$ cat config.mk
export PLATFORM = sky130hd
export DESIGN_NAME = axi_inflight_limiter
export DESIGN_NICKNAME = d
export VERILOG_FILES = /design/src/rtl/axi_inflight_limiter.sv
export SDC_FILE = /design/constraint.sdc
export NUM_CORES = 1
export LEC_CHECK = 0
export CAP_MARGIN = 10
export CORE_AREA = 2 2 142 144
export CTS_CLUSTER_SIZE = 25
export DETAILED_ROUTE_END_ITERATION = 7
export DIE_AREA = 0 0 144 146
export GPL_ROUTABILITY_DRIVEN = 0
export PLACE_DENSITY_LB_ADDON = 0.3
export SKIP_LAST_GASP = 1
export SLEW_MARGIN = 20
export SYNTH_ARGS = -nofsm -noshare
export SYNTH_HDL_FRONTEND = slang
export SYNTH_SLANG_ARGS = --single-unit
$ cat constraint.sdc
create_clock -name clk_i -period 2.5 [get_ports clk_i]
set_input_delay 0.25 -clock clk_i [delete_from_list [all_inputs] [get_ports clk_i]]
set_output_delay 0.25 -clock clk_i [all_outputs]
set_load 0.05 [all_outputs]
$ cat src/rtl/axi_inflight_limiter.sv
// rtl/axi_inflight_limiter.sv - AXI outstanding-transaction limiter with AR/AW gating
//
// Purpose:
//   Counts outstanding reads (AR accepted, R-last not yet seen) and writes
//   (AW accepted, B not yet seen). New AR/AW requests are held off while the
//   matching count sits at its limit. All payloads pass through combinationally.
//
// Ports:
//   clk_i, rst_ni      clock, asynchronous active-low reset
//   slv_req_i          request from upstream (delay stage output)
//   slv_resp_o         response to upstream
//   mst_req_o          request to downstream slave
//   mst_resp_i         response from downstream slave
//   rd_inflight_o      current outstanding read count
//   wr_inflight_o      current outstanding write count
//   idle_o             both counts are zero
//   stats_clr_i        (AXI_INFLIGHT_LIMITER_STATS_EN) synchronous clear of stall counters
//   rd_stall_cycles_o  (AXI_INFLIGHT_LIMITER_STATS_EN) cycles an upstream AR was blocked
//   wr_stall_cycles_o  (AXI_INFLIGHT_LIMITER_STATS_EN) cycles an upstream AW was blocked
//
// Optional feature macro: AXI_INFLIGHT_LIMITER_STATS_EN

package axi_inflight_limiter_pkg;

    typedef struct packed {
        logic [3:0]  id;
        logic [31:0] addr;
        logic [7:0]  len;
    } aw_chan_t;

    typedef struct packed {
        logic [31:0] data;
        logic [3:0]  strb;
        logic        last;
    } w_chan_t;

    typedef struct packed {
        logic [3:0] id;
        logic [1:0] resp;
    } b_chan_t;

    typedef struct packed {
        logic [3:0]  id;
        logic [31:0] addr;
        logic [7:0]  len;
    } ar_chan_t;

    typedef struct packed {
        logic [3:0]  id;
        logic [31:0] data;
        logic [1:0]  resp;
        logic        last;
    } r_chan_t;

    typedef struct packed {
        aw_chan_t aw;
        logic     aw_valid;
        w_chan_t  w;
        logic     w_valid;
        logic     b_ready;
        ar_chan_t ar;
        logic     ar_valid;
        logic     r_ready;
    } axi_req_t;

    typedef struct packed {
        logic     aw_ready;
        logic     ar_ready;
        logic     w_ready;
        b_chan_t  b;
        logic     b_valid;
        r_chan_t  r;
        logic     r_valid;
    } axi_resp_t;

endpackage

module axi_inflight_limiter #(
    parameter type aw_chan_t  = axi_inflight_limiter_pkg::aw_chan_t,
    parameter type w_chan_t   = axi_inflight_limiter_pkg::w_chan_t,
    parameter type b_chan_t   = axi_inflight_limiter_pkg::b_chan_t,
    parameter type ar_chan_t  = axi_inflight_limiter_pkg::ar_chan_t,
    parameter type r_chan_t   = axi_inflight_limiter_pkg::r_chan_t,
    parameter type axi_req_t  = axi_inflight_limiter_pkg::axi_req_t,
    parameter type axi_resp_t = axi_inflight_limiter_pkg::axi_resp_t,
    parameter int unsigned MaxReads  = 4,
    parameter int unsigned MaxWrites = 4,
    localparam int unsigned CntW =
        $clog2(((MaxReads > MaxWrites) ? MaxReads : MaxWrites) + 1)
) (
    input  logic            clk_i,
    input  logic            rst_ni,
    input  axi_req_t        slv_req_i,
    output axi_resp_t       slv_resp_o,
    output axi_req_t        mst_req_o,
    input  axi_resp_t       mst_resp_i,
`ifdef AXI_INFLIGHT_LIMITER_STATS_EN
    input  logic            stats_clr_i,
    output logic [31:0]     rd_stall_cycles_o,
    output logic [31:0]     wr_stall_cycles_o,
`endif
    output logic [CntW-1:0] rd_inflight_o,
    output logic [CntW-1:0] wr_inflight_o,
    output logic            idle_o
);

    logic [CntW-1:0] rd_cnt_d, rd_cnt_q;
    logic [CntW-1:0] wr_cnt_d, wr_cnt_q;
    logic            rd_full, wr_full;
    logic            rd_inc, rd_dec;
    logic            wr_inc, wr_dec;

    // Typed views of the payloads that travel through untouched.
    aw_chan_t aw_chan;
    w_chan_t  w_chan;
    b_chan_t  b_chan;
    ar_chan_t ar_chan;
    r_chan_t  r_chan;

    assign aw_chan = slv_req_i.aw;
    assign w_chan  = slv_req_i.w;
    assign ar_chan = slv_req_i.ar;
    assign b_chan  = mst_resp_i.b;
    assign r_chan  = mst_resp_i.r;

    // Full flags come straight from the registered counts, so a decrement in
    // cycle N only opens the gate in cycle N+1.
    assign rd_full = (rd_cnt_q == CntW'(MaxReads));
    assign wr_full = (wr_cnt_q == CntW'(MaxWrites));

    always_comb begin
        mst_req_o          = slv_req_i;
        mst_req_o.aw       = aw_chan;
        mst_req_o.w        = w_chan;
        mst_req_o.ar       = ar_chan;
        mst_req_o.aw_valid = slv_req_i.aw_valid & ~wr_full;
        mst_req_o.ar_valid = slv_req_i.ar_valid & ~rd_full;

        slv_resp_o          = mst_resp_i;
        slv_resp_o.b        = b_chan;
        slv_resp_o.r        = r_chan;
        slv_resp_o.aw_ready = mst_resp_i.aw_ready & ~wr_full;
        slv_resp_o.ar_ready = mst_resp_i.ar_ready & ~rd_full;
    end

    assign rd_inc = mst_req_o.ar_valid & mst_resp_i.ar_ready;
    assign rd_dec = mst_resp_i.r_valid & slv_req_i.r_ready & r_chan.last;
    assign wr_inc = mst_req_o.aw_valid & mst_resp_i.aw_ready;
    assign wr_dec = mst_resp_i.b_valid & slv_req_i.b_ready;

    // An increment can never happen while full, so the counts never exceed
    // their limits. A stray decrement at zero leaves the count at zero.
    always_comb begin
        rd_cnt_d = rd_cnt_q;
        if (rd_inc && !rd_dec) begin
            rd_cnt_d = rd_cnt_q + CntW'(1);
        end else if (rd_dec && !rd_inc && (rd_cnt_q != '0)) begin
            rd_cnt_d = rd_cnt_q - CntW'(1);
        end

        wr_cnt_d = wr_cnt_q;
        if (wr_inc && !wr_dec) begin
            wr_cnt_d = wr_cnt_q + CntW'(1);
        end else if (wr_dec && !wr_inc && (wr_cnt_q != '0)) begin
            wr_cnt_d = wr_cnt_q - CntW'(1);
        end
    end

    always_ff @(posedge clk_i or negedge rst_ni) begin
        if (!rst_ni) begin
            rd_cnt_q <= '0;
            wr_cnt_q <= '0;
        end else begin
            rd_cnt_q <= rd_cnt_d;
            wr_cnt_q <= wr_cnt_d;
        end
    end

    assign rd_inflight_o = rd_cnt_q;
    assign wr_inflight_o = wr_cnt_q;
    assign idle_o        = (rd_cnt_q == '0) & (wr_cnt_q == '0);

`ifdef AXI_INFLIGHT_LIMITER_STATS_EN
    logic [31:0] rd_stall_d, rd_stall_q;
    logic [31:0] wr_stall_d, wr_stall_q;

    // A stall cycle is one where upstream offers a request that the full flag
    // is holding back; clear beats increment, counters stick at all-ones.
    always_comb begin
        rd_stall_d = rd_stall_q;
        wr_stall_d = wr_stall_q;
        if (stats_clr_i) begin
            rd_stall_d = '0;
            wr_stall_d = '0;
        end else begin
            if (slv_req_i.ar_valid && rd_full && (rd_stall_q != '1)) begin
                rd_stall_d = rd_stall_q + 32'd1;
            end
            if (slv_req_i.aw_valid && wr_full && (wr_stall_q != '1)) begin
                wr_stall_d = wr_stall_q + 32'd1;
            end
        end
    end

    always_ff @(posedge clk_i or negedge rst_ni) begin
        if (!rst_ni) begin
            rd_stall_q <= '0;
            wr_stall_q <= '0;
        end else begin
            rd_stall_q <= rd_stall_d;
            wr_stall_q <= wr_stall_d;
        end
    end

    assign rd_stall_cycles_o = rd_stall_q;
    assign wr_stall_cycles_o = wr_stall_q;
`endif

`ifndef SYNTHESIS
    // A last-beat response or B with nothing outstanding means the slave and
    // this block disagree, typically because only one of them was reset.
    rd_dec_at_zero: assert property (@(posedge clk_i) disable iff (!rst_ni)
        !(rd_dec && (rd_cnt_q == '0)))
        else $error("axi_inflight_limiter: R-last handshake with no outstanding read");

    wr_dec_at_zero: assert property (@(posedge clk_i) disable iff (!rst_ni)
        !(wr_dec && (wr_cnt_q == '0)))
        else $error("axi_inflight_limiter: B handshake with no outstanding write");
`endif

endmodule

==> qor_table.md, run 1 <==
| Quantity | Reported |
|---|---|
| Critical Path End Type | output pin |
| First DRT Iteration DRCs | 15 |
| Setup crit start kind | flop |
| Leak pwr | 0.341 nW |
| Count of vias placed by the detailed router | 754 |
| Post-CTS sizing | 0 |
| Setup TNS | 0 ps |
| Synthesized Nets | 413 |
| Clock tree sinks | 6 |
| Critical-path cell list | or3b_4 > and2_2 > clkdlybuf4s50_1 |
| Distinct cell type count of the synthesized netlist | 28 |
| Top-area cell type share of the netlist area | 73.6% |
| Slowest CP cell | sky130_fd_sc_hd__clkdlybuf4s50_1 |
| Gate Count Post-Synth | 229 |
| Most common library cell in the layout ignoring fill and taps | sky130_fd_sc_hd__clkdlybuf4s50_1 |
| Number of endpoints with negative hold slack in the final report | 0 |
| Root Buffer | sky130_fd_sc_hd__clkbuf_16 |
| Max Clock Freq | 436 MHz |
| Die Footprint | 21000 um2 |
| Clock transition at the register clock pins on the worst setup and hold paths after CTS | 40 ps |
| Total of fill cells in the finished design | 2277 |
| Mean instance size in the synthesized netlist | 7.84 um2 |
| Crit path time final | 2290 ps |
| VDD IR-drop max | 0.369 mV |
| Total number of yosys warnings | 0 |
| Maximum root-to-sink buffer count | 2 |
| Sum of internal, switching and leakage power | 1.24 mW |
| Total routing usage reported by global routing | 3.66% |
| Worst Setup Path Type | reg -> out |
| Vias in the first global route | 830 |
| Unrepaired setup endpoints after global routing | no |
| Top cell type by total area after synthesis | sky130_fd_sc_hd__buf_4 |
| Port Buf Inserts | 26 |
| Max-slew headroom | 63.8% |
| Worst Path Required | 2250 ps |
| Length of the first detailed-routing pass in iterations | 4 |
| Transition time at the pin with the least slew margin | 541 ps |
| Result of the run | finished clean |
| Pins over their slew limit | 0 |
| Layout overhead on the synthesized area | -34.9% |
| Sequential element share of the synthesized area | 8.36% |
| Diode count | 0 |
| Latest clock arrival within the worst-skew pair | 230 ps |
| Worst hold slack | 309 ps |
| HPWL after detailed placement | 3280 um |
| Min-delay worst type | in -> async |
| Number of storage elements in the synthesis netlist | 6 |
| Power per unit of standard cell area | 1060 nW/um2 |
| I/O Pins | 369 |
| Arrival @ worst endpoint | 2040 ps |
| Initial Utilization | 9.29% |
| Average wire per cell in the routed design | 11.2 um |
| Biggest area contributors in the synthesized netlist | sky130_fd_sc_hd__buf_4 (74%), sky130_fd_sc_hd__dfrtp_1 (8.4%), sky130_fd_sc_hd__fa_1 (2.2%) |
| Critical path fanouts, max | 7 |
| Number of maximum-capacitance constraint violations | 0 |
| Async set-reset flop share out of synthesis | 100% |
| Clock tree from TritonCTS | done |
| Critical path's largest stage delay | 700 ps |
| Share of the cycle needed by the critical path after routing | 91.7% |
| Largest net degree at the start of global routing | 8 |
| Top FF cell, synth | sky130_fd_sc_hd__dfrtp_1 |
| Count of buffers added by post-CTS timing repair for setup | 0 |
| Hold buffer count at CTS | 0 |
| Layout net count | 272 |
| Vias per Instance | 2.15 |
| Fraction of layout cells with a size suffix above 1 | 18.6% |
| First-pass GRT wire length | 5130 um |
| Number of setup violations in the final report | 0 |
| EDFF count, synth | 0 |
| Post-layout instance area | 1170 um2 |
| Largest clock skew in the final design | 0.250 ps |
| Final core utilization | 6.04% |
| Core area | 19300 um2 |
| Number of clock buffers inserted by TritonCTS | 3 |
| Width of the die | 144 um |
| Area of placed instances | 1090 um2 |
| Antenna violations before repair | 0 |
| Total number of placement rows | 51 |
| Leading cell types in the layout, fill and taps excluded | sky130_fd_sc_hd__clkdlybuf4s50_1 (25), sky130_fd_sc_hd__nor2_1 (7), sky130_fd_sc_hd__dfrtp_1 (6) |
| Number of nets with antenna violations after detailed routing | 0 |
| Number of DRC violations after detailed routing | 0 |
| Overflow after GRT | 0 |
| Count of H-tree levels built during CTS | 1 |
| Vertical die dimension | 146 um |
| Total wire length after detailed routing | 3920 um |
| Area of the mapped netlist | 1800 um2 |
[metrics by stage]
step | instances | setup slack (ps)
CTS | 351 | 148
global placement | 348 | 362
detailed placement | 348 | 346
finish | 351 | 208
floorplan | 229 | 194
global route | 351 | 102
[worst max-delay path, delay by kind of cell, from the launching register on]
| family | cells | cell delay [ps] |
|---|---|---|
| simple gates | 2 | 660 |
| flops | 1 | 450 |
| buf+inv | 1 | 700 |
[area by class of cell]
class / count / area (um2) / area share (%)
Tap cell: 265 / 332 / 28.4
Sequential cell: 6 / 150 / 12.8
Clock buffer: 3 / 75.1 / 6.42
Multi-Input combinational cell: 45 / 317 / 27.1
Inverter: 2 / 7.51 / 0.642
Timing Repair Buffer: 30 / 288 / 24.6
[Yosys cell counts, drive strengths merged, types with 2 or more instances]
library cell / number
a211oi: 3
a21oi: 3
and2: 4
buf: 176
dfrtp: 6
fa: 2
inv: 2
mux2: 2
nand2: 4
nand3: 2
nor2: 7
nor3: 3
o21ai: 2
or3b: 2
[layer usage]
metal | GRT usage (%) | share of wire, % | up-vias
li1 | - | - | 264
met1 | 2.32 | 24 | 321
met2 | 4.60 | 38 | 87
met3 | 2.70 | 17 | 82
met4 | 7.25 | 21 | 0
met5 | 0 | 0 | -
[state kept, by name, summed over array words and instances (netlist names)]
signal and cells:
wr_inflight_o 3, rd_inflight_o 3
[where the power goes]
part	switching (mW)	total, mW	internal [mW]	leakage, nW
Clock	0.0615	0.268	0.206	0.0370
Combinational	0.458	0.749	0.291	0.235
Sequential	0.0712	0.219	0.148	0.0693
[cells by family after synthesis]
family / synth area share, %
buffers and inverters: 74.0
and+or+nand+nor: 8.15
AOI/OAI and AO/OA: 4.46
DFF: 8.36
muxes: 1.81
xor gates and xnor gates: 0.976
adders and majority gates: 2.23
[path summary, 6_finish.rpt]
path | from | to | slack [ps] | cells after the start
min | rst_ni | wr_inflight_o[2] | 310 | 1
max reg2reg | rd_inflight_o[0] | rd_inflight_o[1] | 380 | 7
max | rd_inflight_o[0] | slv_resp_o[48] | 210 | 3
min in group clk_i | slv_req_i[113] | mst_req_o[113] | 500 | 0
min reg2reg | wr_inflight_o[0] | wr_inflight_o[0] | 580 | 1
max in group asynchronous | rst_ni | rd_inflight_o[2] | 1920 | 1
Note: power is estimated with default switching activity, not from simulation.
==> inputs of run 2 (changes only) <==
MAX_ROUTING_LAYER = met4   (was not set)
==> run 2 against run 1 <==
Effect of this change:
- clock skew did not move
- non-clock buffer count unchanged
- combinational power about the same
==> qor_table.md, run 2 (synthesized netlist as in run 1, its figures left out) <==
| Quantity | Reported |
|---|---|
| Setup crit start kind | flop |
| Min-delay worst type | in -> async |
| Die Footprint | 21000 um2 |
| First-pass GRT wire length | 5130 um |
| Transition time at the pin with the least slew margin | 541 ps |
| Post-CTS sizing | 0 |
| Diode count | 0 |
| Pins over their slew limit | 0 |
| Depth of the worst register-to-register path | 7 |
| Setup TNS | 0 ps |
| Maximum root-to-sink buffer count | 2 |
| Latest clock arrival within the worst-skew pair | 230 ps |
| I/O Pins | 369 |
| Vias in the first global route | 829 |
| Antenna violations before repair | 0 |
| Critical path's largest stage delay | 700 ps |
| VDD IR-drop max | 0.369 mV |
| First DRT Iteration DRCs | 11 |
| Number of setup violations in the final report | 0 |
| Count of vias placed by the detailed router | 756 |
| Smallest setup slack after layout | 208 ps |
| Setup slack on the worst flop-to-flop path | 380 ps |
| Average wire per cell in the routed design | 11.1 um |
| Leak pwr | 0.341 nW |
| Total wire length after detailed routing | 3910 um |
| Core area | 19300 um2 |
| Port Buf Inserts | 26 |
| Total of fill cells in the finished design | 2277 |
| Arrival @ worst endpoint | 2040 ps |
| Number of clock buffers inserted by TritonCTS | 3 |
| Result of the run | finished clean |
| Layout overhead on the synthesized area | -34.9% |
| Clock tree from TritonCTS | done |
| Root Buffer | sky130_fd_sc_hd__clkbuf_16 |
| R2r endpoint | rd_inflight_o[1] |
| Final core utilization | 6.04% |
| Fraction of layout cells with a size suffix above 1 | 18.6% |
| Reg-to-reg startpoint | rd_inflight_o[0] |
| Launch point of the worst path | rd_inflight_o[0] |
| Width of the die | 144 um |
| Hold buffer count at CTS | 0 |
| Area of placed instances | 1090 um2 |
| Vias per Instance | 2.15 |
| Total routing usage reported by global routing | 3.77% |
| Number of nets with antenna violations after detailed routing | 0 |
| Critical path fanouts, max | 7 |
| Length of the first detailed-routing pass in iterations | 4 |
| Max Clock Freq | 436 MHz |
| Area taken by flip-flops and latches | 150 um2 |
| Power per unit of standard cell area | 1060 nW/um2 |
| Unrepaired setup endpoints after global routing | no |
| Sum of internal, switching and leakage power | 1.24 mW |
| Most common library cell in the layout ignoring fill and taps | sky130_fd_sc_hd__clkdlybuf4s50_1 |
| Critical-path cell list | or3b_4 > and2_2 > clkdlybuf4s50_1 |
| Area used by multi-input combinational logic | 317 um2 |
| Worst setup path end | slv_resp_o[48] |
| Setup slack at placement | 346 ps |
| Worst Path Required | 2250 ps |
| Number of maximum-capacitance constraint violations | 0 |
| Max-slew headroom | 63.8% |
| Number of endpoints with negative hold slack in the final report | 0 |
| Largest net degree at the start of global routing | 8 |
| Initial Utilization | 9.29% |
| HPWL after detailed placement | 3280 um |
| Number of DRC violations after detailed routing | 0 |
| Count of buffers added by post-CTS timing repair for setup | 0 |
| Total number of placement rows | 51 |
| Vertical die dimension | 146 um |
| Crit path time final | 2290 ps |
| Share of the cycle needed by the critical path after routing | 91.7% |
| Slowest CP cell | sky130_fd_sc_hd__clkdlybuf4s50_1 |
| Post-layout instance area | 1170 um2 |
| Critical Path End Type | output pin |
| Overflow after GRT | 0 |
| Layout net count | 272 |
| Count of H-tree levels built during CTS | 1 |
| Worst Setup Path Type | reg -> out |
| Leading cell types in the layout, fill and taps excluded | sky130_fd_sc_hd__clkdlybuf4s50_1 (25), sky130_fd_sc_hd__nor2_1 (7), sky130_fd_sc_hd__dfrtp_1 (6) |
| Largest clock skew in the final design | 0.250 ps |
| Clock tree sinks | 6 |
| Clock transition at the register clock pins on the worst setup and hold paths after CTS | 40 ps |
-- run 2: cell counts in the layout (fill, tap and decap cells not counted) --
No cell type changed its count.
-- run 2: cell type report --
type,count,area share [%]
flip-flops and latches,6,12.8
well taps,265,28.4
multi-input cells,45,27.1
repair buffers,30,24.6
clock buffers,3,6.42
inverters,2,0.642
-- run 2: per-stage QoR --
stage          instances  hold slack (ps)
3_3_place_gp         348              500
4_1_cts              351              343
6_report             351              309
3_5_place_dp         348              500
5_1_grt              351              347
2_1_floorplan        229            -45.6
-- run 2: report_power, final --
group	internal, mW	switching (mW)
clock	0.206	0.0616
sequential	0.148	0.0712
combinational	0.291	0.458
-- run 2: metal layers --
metal | up-vias | wire length, um | track usage, %
met5 | - | 0 | -
met4 | 0 | 835 | 7.25
met3 | 84 | 632 | 2.63
met2 | 87 | 1500 | 4.60
met1 | 321 | 949 | 2.36
li1 | 264 | - | -
-- run 2: worst min path at each step --
stage	slack [ps]	from	depth (start not counted)	end
after floorplan	-50	rst_ni	0	rd_inflight_o[0]
after detailed placement	500	slv_req_i[106]	0	mst_req_o[106]
final	310	rst_ni	1	wr_inflight_o[2]
after CTS	340	rst_ni	1	rd_inflight_o[1]
after global routing	350	rst_ni	1	rd_inflight_o[1]
after global placement	500	slv_req_i[106]	0	mst_req_o[106]
-- run 2: critical path: cells and delay by family (launching register included) --
kind | cells | cell delay [ps]
buffers and inverters | 1 | 700
AND/OR/NAND/NOR | 2 | 660
flip-flops | 1 | 450
==> inputs of run 3 (changes only) <==
TNS_END_PERCENT = 30   (was not set)
==> results of run 3 <==
The final DEF is identical to that of run 2; final timing and power are the same.
